## src/rtl/joy_serial_scanner.sv

```systemverilog
// joy_serial_scanner: scans a daisy-chained 74HC165-style joystick chain of
// NUM_JOY ports x BITS_PER_JOY bits and presents a frame-atomic, active-low
// button vector to the machine core.
//
// Ports:
//   clk          system clock
//   reset_n      asynchronous active-low reset
//   enable       scanning allowed (only looked at while idle)
//   swap         exchange port 0 / port 1 fields at commit (NUM_JOY > 1)
//   joy_data     serial data from the chain, active-low buttons
//   joy_clk      chain shift clock
//   joy_load_n   chain parallel-load strobe, active-low
//   joy_state    latched button vector; port p at [(NUM_JOY-p)*BITS_PER_JOY-1 -: BITS_PER_JOY]
//   frame_done   one-clk pulse when joy_state updates
//   frame_count  completed frames, wraps at 256
module joy_serial_scanner #(
  parameter int unsigned CLKDIV       = 12,
  parameter int unsigned NUM_JOY      = 2,
  parameter int unsigned BITS_PER_JOY = 12,
  parameter int unsigned SCAN_GAP     = 1000
) (
  input  logic                            clk,
  input  logic                            reset_n,
  input  logic                            enable,
  input  logic                            swap,
  input  logic                            joy_data,
  output logic                            joy_clk,
  output logic                            joy_load_n,
  output logic [NUM_JOY*BITS_PER_JOY-1:0] joy_state,
  output logic                            frame_done,
  output logic [7:0]                      frame_count
);

  localparam int unsigned TOTAL = NUM_JOY * BITS_PER_JOY;
  localparam int unsigned DIV_W = (CLKDIV > 1) ? $clog2(CLKDIV) : 1;
  localparam int unsigned GAP_W = (SCAN_GAP > 1) ? $clog2(SCAN_GAP) : 1;
  localparam int unsigned BIT_W = (TOTAL > 1) ? $clog2(TOTAL) : 1;

  localparam logic [DIV_W-1:0] DIV_MAX  = DIV_W'(CLKDIV - 1);
  localparam logic [GAP_W-1:0] GAP_MAX  = GAP_W'(SCAN_GAP - 1);
  localparam logic [BIT_W-1:0] LAST_BIT = BIT_W'(TOTAL - 1);

  typedef enum logic [1:0] {
    ST_IDLE,
    ST_LOAD,
    ST_SHIFT,
    ST_COMMIT
  } state_e;

  state_e             state_q;
  logic [DIV_W-1:0]   div_q;
  logic [GAP_W-1:0]   gap_q;
  logic [BIT_W-1:0]   bit_q;
  logic               load_cnt_q;
  logic               phase_q;
  logic [TOTAL-1:0]   shreg_q;
  logic [TOTAL-1:0]   shreg_d;
  logic [TOTAL-1:0]   commit_d;
  logic               tick;

  assign tick = (div_q == DIV_MAX);

  // Shift left, new bit into the LSB; the first bit received ends in the MSB.
  assign shreg_d = TOTAL'({shreg_q, joy_data});

  // Port 0/1 exchange applied on the way into joy_state.
  if (NUM_JOY > 1) begin : g_swap
    always_comb begin
      commit_d = shreg_q;
      if (swap) begin
        commit_d[TOTAL-1 -: BITS_PER_JOY]              = shreg_q[TOTAL-BITS_PER_JOY-1 -: BITS_PER_JOY];
        commit_d[TOTAL-BITS_PER_JOY-1 -: BITS_PER_JOY] = shreg_q[TOTAL-1 -: BITS_PER_JOY];
      end
    end
  end else begin : g_noswap
    assign commit_d = shreg_q;
  end

  // Scan sequencer: IDLE gap -> LOAD (2 ticks) -> SHIFT (2 ticks/bit) -> COMMIT (1 clk).
  always_ff @(posedge clk or negedge reset_n) begin
    if (!reset_n) begin
      state_q     <= ST_IDLE;
      div_q       <= '0;
      gap_q       <= '0;
      bit_q       <= '0;
      load_cnt_q  <= 1'b0;
      phase_q     <= 1'b0;
      shreg_q     <= '1;
      joy_clk     <= 1'b0;
      joy_load_n  <= 1'b1;
      joy_state   <= '1;
      frame_done  <= 1'b0;
      frame_count <= 8'd0;
    end else begin
      frame_done <= 1'b0;

      // The commit clk does not advance the divider, so it adds one clk to
      // every frame period on top of the tick-aligned phases.
      if (state_q == ST_COMMIT || tick) begin
        div_q <= '0;
      end else begin
        div_q <= div_q + DIV_W'(1);
      end

      case (state_q)
        ST_IDLE: begin
          if (tick) begin
            if (gap_q == GAP_MAX) begin
              // Gap elapsed: start a frame, or park here until enabled.
              if (enable) begin
                gap_q      <= '0;
                load_cnt_q <= 1'b0;
                shreg_q    <= '1;
                joy_load_n <= 1'b0;
                state_q    <= ST_LOAD;
              end
            end else begin
              gap_q <= gap_q + GAP_W'(1);
            end
          end
        end

        ST_LOAD: begin
          if (tick) begin
            if (load_cnt_q) begin
              joy_load_n <= 1'b1;
              bit_q      <= '0;
              phase_q    <= 1'b0;
              state_q    <= ST_SHIFT;
            end else begin
              load_cnt_q <= 1'b1;
            end
          end
        end

        ST_SHIFT: begin
          if (tick) begin
            if (!phase_q) begin
              // Sample before raising joy_clk; the chain advances on the rise.
              shreg_q <= shreg_d;
              joy_clk <= 1'b1;
              phase_q <= 1'b1;
            end else begin
              joy_clk <= 1'b0;
              phase_q <= 1'b0;
              bit_q   <= bit_q + BIT_W'(1);
              if (bit_q == LAST_BIT) begin
                state_q <= ST_COMMIT;
              end
            end
          end
        end

        ST_COMMIT: begin
          joy_state   <= commit_d;
          frame_done  <= 1'b1;
          frame_count <= frame_count + 8'd1;
          state_q     <= ST_IDLE;
        end

        default: begin
          state_q <= ST_IDLE;
        end
      endcase
    end
  end

endmodule

```

## config.mk

```make
export PLATFORM = sky130hd
export DESIGN_NAME = joy_serial_scanner
export DESIGN_NICKNAME = d
export VERILOG_FILES = /design/src/rtl/joy_serial_scanner.sv
export SDC_FILE = /design/constraint.sdc
export NUM_CORES = 1
export LEC_CHECK = 0
export CORE_UTILIZATION = 45
export DETAILED_ROUTE_END_ITERATION = 10
export GPL_TIMING_DRIVEN = 0
export PLACE_DENSITY = 0.62
export SETUP_SLACK_MARGIN = 0.1
export SLEW_MARGIN = 30
export SYNTH_ARGS = -nofsm -noshare
export SYNTH_HDL_FRONTEND = slang
export SYNTH_SLANG_ARGS = --single-unit
```

## constraint.sdc

```tcl
create_clock -name clk -period 2.1 [get_ports clk]
set_input_delay 0.315 -clock clk [delete_from_list [all_inputs] [get_ports clk]]
set_output_delay 0.315 -clock clk [all_outputs]
set_load 0.005 [all_outputs]
```

==> run metrics, run 1 <==
crit-path max FO=10; r2r startpoint=gap_q[0]; share of cells above drive strength 1=0.269; clk slew on worst S/H paths=0.08 ns; VDD IR max=0.336 mV; relative slew slack=0.577; flops & latches, synth=between 80 and 90; First DRT Iteration DRCs=90; Post-synth EDFFs=0; Yosys Warn Count=0; H-tree depth=3; grt ovf=0; CTS tree=built; area of the multi-input gates=approximately 1900 um^2; Hold Violations, Final=0; Worst R2R Path Depth=6; DRC Markers=0; Min Clock Period, post-route=1.94 ns; Nets=421; unrepaired setup endpoints after global routing=true; clk_lat worst skew=0.36 ns; drt wl/cell=15.4 um; final worst slack=between 0.15 and 0.2 ns; Slew Viols, Final=0; post-DP HPWL=5470 um; drt pass-1 iters=4; vias in the first global route=~2.8k; Util after Layout=0.554; die area=9420 um^2; Max-Cap Viols=0; diode count=0; Leak=~2.2 nW; # IOs=40; clk root buf=clkbuf_8; Syn Std Cell Area=between 4000 and 5000 um^2; synthesized instance count=355; core box area=8720 um^2; via/cell ratio=between 5 and 6; Die Height=97.1 um; commonest non-fill, non-tap cells in the layout=49 x dfstp_2, 37 x clkdlybuf4s50_1, 36 x nor2_1; Critical Path Sink Type=flip-flop; Post-Place Setup Slack=-0.0702 ns; All-Layer GR Usage=0.185; Crit path arrival time=2.23 ns; hold crit path type=in -> async; skew final=0.0112 ns; Die Wd=around 97 um; Critical Path Start=gap_q[0]; Worst Hold Slack=0.384 ns; Peak Freq=0.514 GHz; ys async rst share=1.00; Final ANT Viol Nets=0; critical path startpoint category=flip-flop; register area share after synthesis=0.520; Netlist cell types=42; outcome=complete, no violations; register area=2110 um^2; cts bufs inserted=9; final setup fails=0; FP Rows=34; largest net degree at the start of global routing=60; pwr dens=564 nW/um^2; via count=around 2.7k; initial antenna violation count=0; fin crit share=0.926; WL final=8000 um; required time of the worst setup path=2.38 ns; Main synth FF type=dfstp_2; Area Overhead vs Synth=18.7%; Max clock buf depth=2; most common cell after layout, fill and taps aside=dfstp_2; first-pass GRT wire length=13700 um; kind of critical path=reg -> reg; total power=2.73 mW; GPL Wtd Cong=approximately 0.79; Syn Nets=369; Num Clock Sinks=82; Avg Inst Size Synth=between 10 and 15 um^2; # fillers=just under 800; worst-margin pin slew=between 0.6 and 0.7 ns; IO Port Bufs=38; Starting Density=0.466
[path summary, 6_finish.rpt]
check                                  to  slack (ns)
max                            shreg_q[5]        0.16
min                        frame_count[4]        0.38
max reg2reg                    shreg_q[5]        0.16
min reg2reg                frame_count[7]        0.48
max in group asynchronous      shreg_q[5]        1.12
min in group clk             joy_state[0]        0.39
[where the power goes]
| part | leakage (nW) | internal (mW) | switching [mW] |
|---|---|---|---|
| Sequential | 0.905 | 1.59 | 0.00213 |
| Combinational | 1.20 | 0.0262 | 0.0484 |
| Clock | 0.0911 | 0.447 | 0.615 |
[cell usage after synthesis, drive strengths merged (2+ instances only)]
library cell	n	share of area
a21oi	32	0.039
o211ai	2	0.0037
nor2	36	0.033
xnor2	7	0.015
o21ai	15	0.021
dfrtp	33	0.20
a21boi	3	0.0055
clkbuf	9	0.0083
inv	7	0.0065
nand4	6	0.0092
o2111ai	2	0.0058
mux2i	30	0.074
ha	9	0.028
buf	8	0.013
nand3b	3	0.0055
and3	2	0.0031
nand2b	28	0.043
nand2	17	0.016
or3	5	0.0077
nand3	6	0.0074
nor3b	2	0.0037
nand4b	3	0.010
nor4	3	0.0083
dfstp	49	0.32
mux2	26	0.090
xor2	3	0.0065
o21a	2	0.0037
[cells by family (layout without fill, tap and decap cells)]
group / Yosys count / count (layout) / share of synthesized area
xor+xnor: 10 / 10 / 0.0215
mux: 56 / 56 / 0.164
buf+inv: 24 / 81 / 0.0274
flops: 82 / 82 / 0.520
fa+ha+maj: 9 / 9 / 0.0277
compound gates: 59 / 59 / 0.0846
simple gates: 115 / 115 / 0.155
[layout make-up]
cell class	count	area share
Tap cell	108	0.0280
Timing Repair Buffer	41	0.0883
Buffer	17	0.0187
Inverter	7	0.00544
Multi-Input combinational cell	249	0.384
Sequential cell	82	0.438
Clock buffer	9	0.0256
Clock inverter	7	0.0119
[timing repair]
item / CTS / global route
gates resized for setup: 0 / 10
setup buffers: 1 / 0
hold endpoints to repair: 21 / 0
hold buffers: 1 / 0
pin swaps: 1 / 0
setup endpoints to repair: 2 / 51
[through the flow]
step	instances	area (um^2)	setup TNS, ns
6_report	520	4830	0
5_1_grt	520	4830	0
4_1_cts	520	4810	0
3_5_place_dp	502	4610	-1.31
3_3_place_gp	501	4580	-135.50
2_1_floorplan	355	4070	0
[metal layers]
layer / track usage / wire length, um
met1: 0.259 / 3790
met2: 0.290 / 3840
met3: 0.0302 / 246
met4: 0.0723 / 125
met5: 0 / 0
[state kept, by name (all words and copies together) (netlist names)]
signal / cells
div_q: 4
phase_q: 1
joy_state: 24
load_cnt_q: 1
frame_count: 8
state_q: 2
joy_clk: 1
joy_load_n: 1
shreg_q: 24
gap_q: 10
bit_q: 5
frame_done: 1
[worst max-delay path, cell delays in order (launching register included)]
cell and delay [ns]:
dfrtp_1 0.39, ha_1 0.29, nand4b_4 0.14, nor4_4 0.42
o21ai_4 0.14, buf_6 0.19, mux2_4 0.30
(Power assumes the default switching activity.)
==> run 2: changes to the inputs <==
--- a/config.mk
+++ b/config.mk
@@ -5,6 +5,7 @@
 export SDC_FILE = /design/constraint.sdc
 export NUM_CORES = 1
 export LEC_CHECK = 0
+export CAP_MARGIN = 40
 export CORE_UTILIZATION = 45
 export DETAILED_ROUTE_END_ITERATION = 10
 export GPL_TIMING_DRIVEN = 0
==> results of run 2 <==
Same layout as run 1: the final DEF is identical, and so are final timing and power.
==> run 3: changes to the inputs <==
==> constraint.sdc (replaced) <==
create_clock -name clk -period 2.1 [get_ports clk]
set_input_delay 0.63 -clock clk [delete_from_list [all_inputs] [get_ports clk]]
set_output_delay 0.63 -clock clk [all_outputs]
set_load 0.005 [all_outputs]
==> run 3 against run 2 <==
Compared with the run above:
- largest power group unchanged
- utilization decreased by 0.27 points
- wire length increased by 0.64%
- clock-buffer cell count unchanged
- global-route usage increased by 0.063 points
- worst setup slack got worse by 0.011 ns
- sequential power about the same
- largest cell class unchanged
- critical path type is now in -> reg
- cell area decreased by 0.49%
- hold slack got worse by 0.26 ns
- sequential share of layout area increased by 0.27 points
- maximum frequency decreased by 0.57%
- non-clock buffer count increased by 1
- critical path depth unchanged
==> run metrics, run 3 (synthesized netlist as in run 1, its figures left out) <==
outcome=complete, no violations; CTS tree=built; VDD IR max=0.336 mV; Min Clock Period, post-route=approximately 2.0 ns; total power=2.73 mW; hold crit path type=in -> async; required time of the worst setup path=2.38 ns; Hold Violations, Final=0; Nets=422; GPL Wtd Cong=0.791; critical path startpoint category=input port; share of cells above drive strength 1=0.278; fin crit share=0.932; most common cell after layout, fill and taps aside=dfstp_2; Die Wd=97.1 um; diode count=0; r2r startpoint=gap_q[0]; commonest non-fill, non-tap cells in the layout=49 x dfstp_2, 36 x nor2_1, 32 x a21oi_1; Crit path arrival time=2.24 ns; relative slew slack=0.591; Leak=2.14 nW; cts bufs inserted=9; Starting Density=0.466; via/cell ratio=5.29; kind of critical path=in -> reg; Area Overhead vs Synth=18.1%; R2R Path End=shreg_q[5]; drt wl/cell=roughly 15 um; All-Layer GR Usage=0.186; Util after Layout=0.551; final setup fails=0; Peak Freq=0.511 GHz; Worst Hold Slack=0.122 ns; largest net degree at the start of global routing=60; post-DP HPWL=5470 um; skew final=0.0120 ns; First DRT Iteration DRCs=slightly above 80; Max-Cap Viols=0; Die Height=between 90 and 100 um; core box area=8720 um^2; reg2reg setup slack=0.15 ns; H-tree depth=3; Placed Cells=~500; clk slew on worst S/H paths=0.09 ns; # IOs=40; Post-DP Area=4610 um^2; Max clock buf depth=2; via count=~2.8k; final worst slack=0.144 ns; DRC Markers=0; Post-Place Setup Slack=-0.385 ns; crit-path max FO=10; grt ovf=0; first-pass GRT wire length=13800 um; FP Rows=34; Largest regs=joy_state: 24 flops, shreg_q: 24 flops, gap_q: 10 flops; initial antenna violation count=0; unrepaired setup endpoints after global routing=true; die area=9420 um^2; final instance area=4810 um^2; clk_lat worst skew=0.36 ns; WL final=8050 um; worst-margin pin slew=0.613 ns; Final ANT Viol Nets=0; drt pass-1 iters=4; TNS Setup=0 ns; # hold bufs at CTS=0; Num Clock Sinks=82; Critical Path Sink Type=flip-flop; pwr dens=567 nW/um^2; Slew Viols, Final=0; IO Port Bufs=38; vias in the first global route=approximately 2.8k; clk root buf=clkbuf_8; Finished Layout Cells=521; Worst R2R Path Depth=6
==> run 3: cell count changes in the layout (fill, tap and decap cells not counted), sizes merged <==
| cell | previous run | this run |
|---|---|---|
| clkdlybuf4s50 | 37 | 12 |
| buf | 9 | 11 |
| dlygate4sd3 | 1 | 0 |
| dlygate4sd2 | 0 | 25 |
==> run 3: worst max-delay path: stages <==
cell,delay (ns)
clkdlybuf4s50_1,0.53
inv_1,0.09
nor4_4,0.35
o21ai_4,0.14
buf_6,0.19
mux2_4,0.30
==> run 3: where the power goes <==
| part | switching [mW] | total (mW) | internal (mW) |
|---|---|---|---|
| clock network | 0.618 | 1.07 | 0.447 |
| logic | 0.0481 | 0.0732 | 0.0250 |
| registers | 0.00229 | 1.59 | 1.59 |
| total | 0.669 | 2.73 | 2.06 |
==> run 3: metal layers <==
layer | GRT usage | routed length [um] | vias to the layer above
met4 | 0.0723 | 127 | 0
met1 | 0.260 | 3910 | 1371
met3 | 0.0295 | 181 | 11
li1 | - | - | 1345
met2 | 0.292 | 3830 | 28
met5 | 0 | 0 | -
==> run 3: how the worst max path moves through the flow <==
stage / start / endpoint / slack [ns] / depth (start not counted)
2_1_floorplan: gap_q[0] / shreg_q[10] / 0.32 / 6
3_3_place_gp: reset_n / bit_q[2] / -2.54 / 1
3_5_place_dp: enable / shreg_q[9] / -0.39 / 6
4_1_cts: frame_count[3] / frame_count[3] / 0.13 / 1
5_1_grt: state_q[1] / bit_q[4] / 0.03 / 6
6_report: enable / shreg_q[5] / 0.14 / 6
==> run 3: cell type report <==
type                       instances  area (um^2)
sequential                        82         2120
clock inverter                     7         57.6
fill                             796         3920
buffer                            17         90.1
multi-input combinational        249         1860
tap                              108          135
timing repair buffer              42          400
clock buffer                       9          124
inverter                           7         26.3
==> run 3: what timing repair did <==
item / in CTS / in global routing
buffers inserted: 3 / 0
pin swaps: 1 / 0
gates resized for setup: 25 / 12
endpoints found under the setup margin: 46 / 53
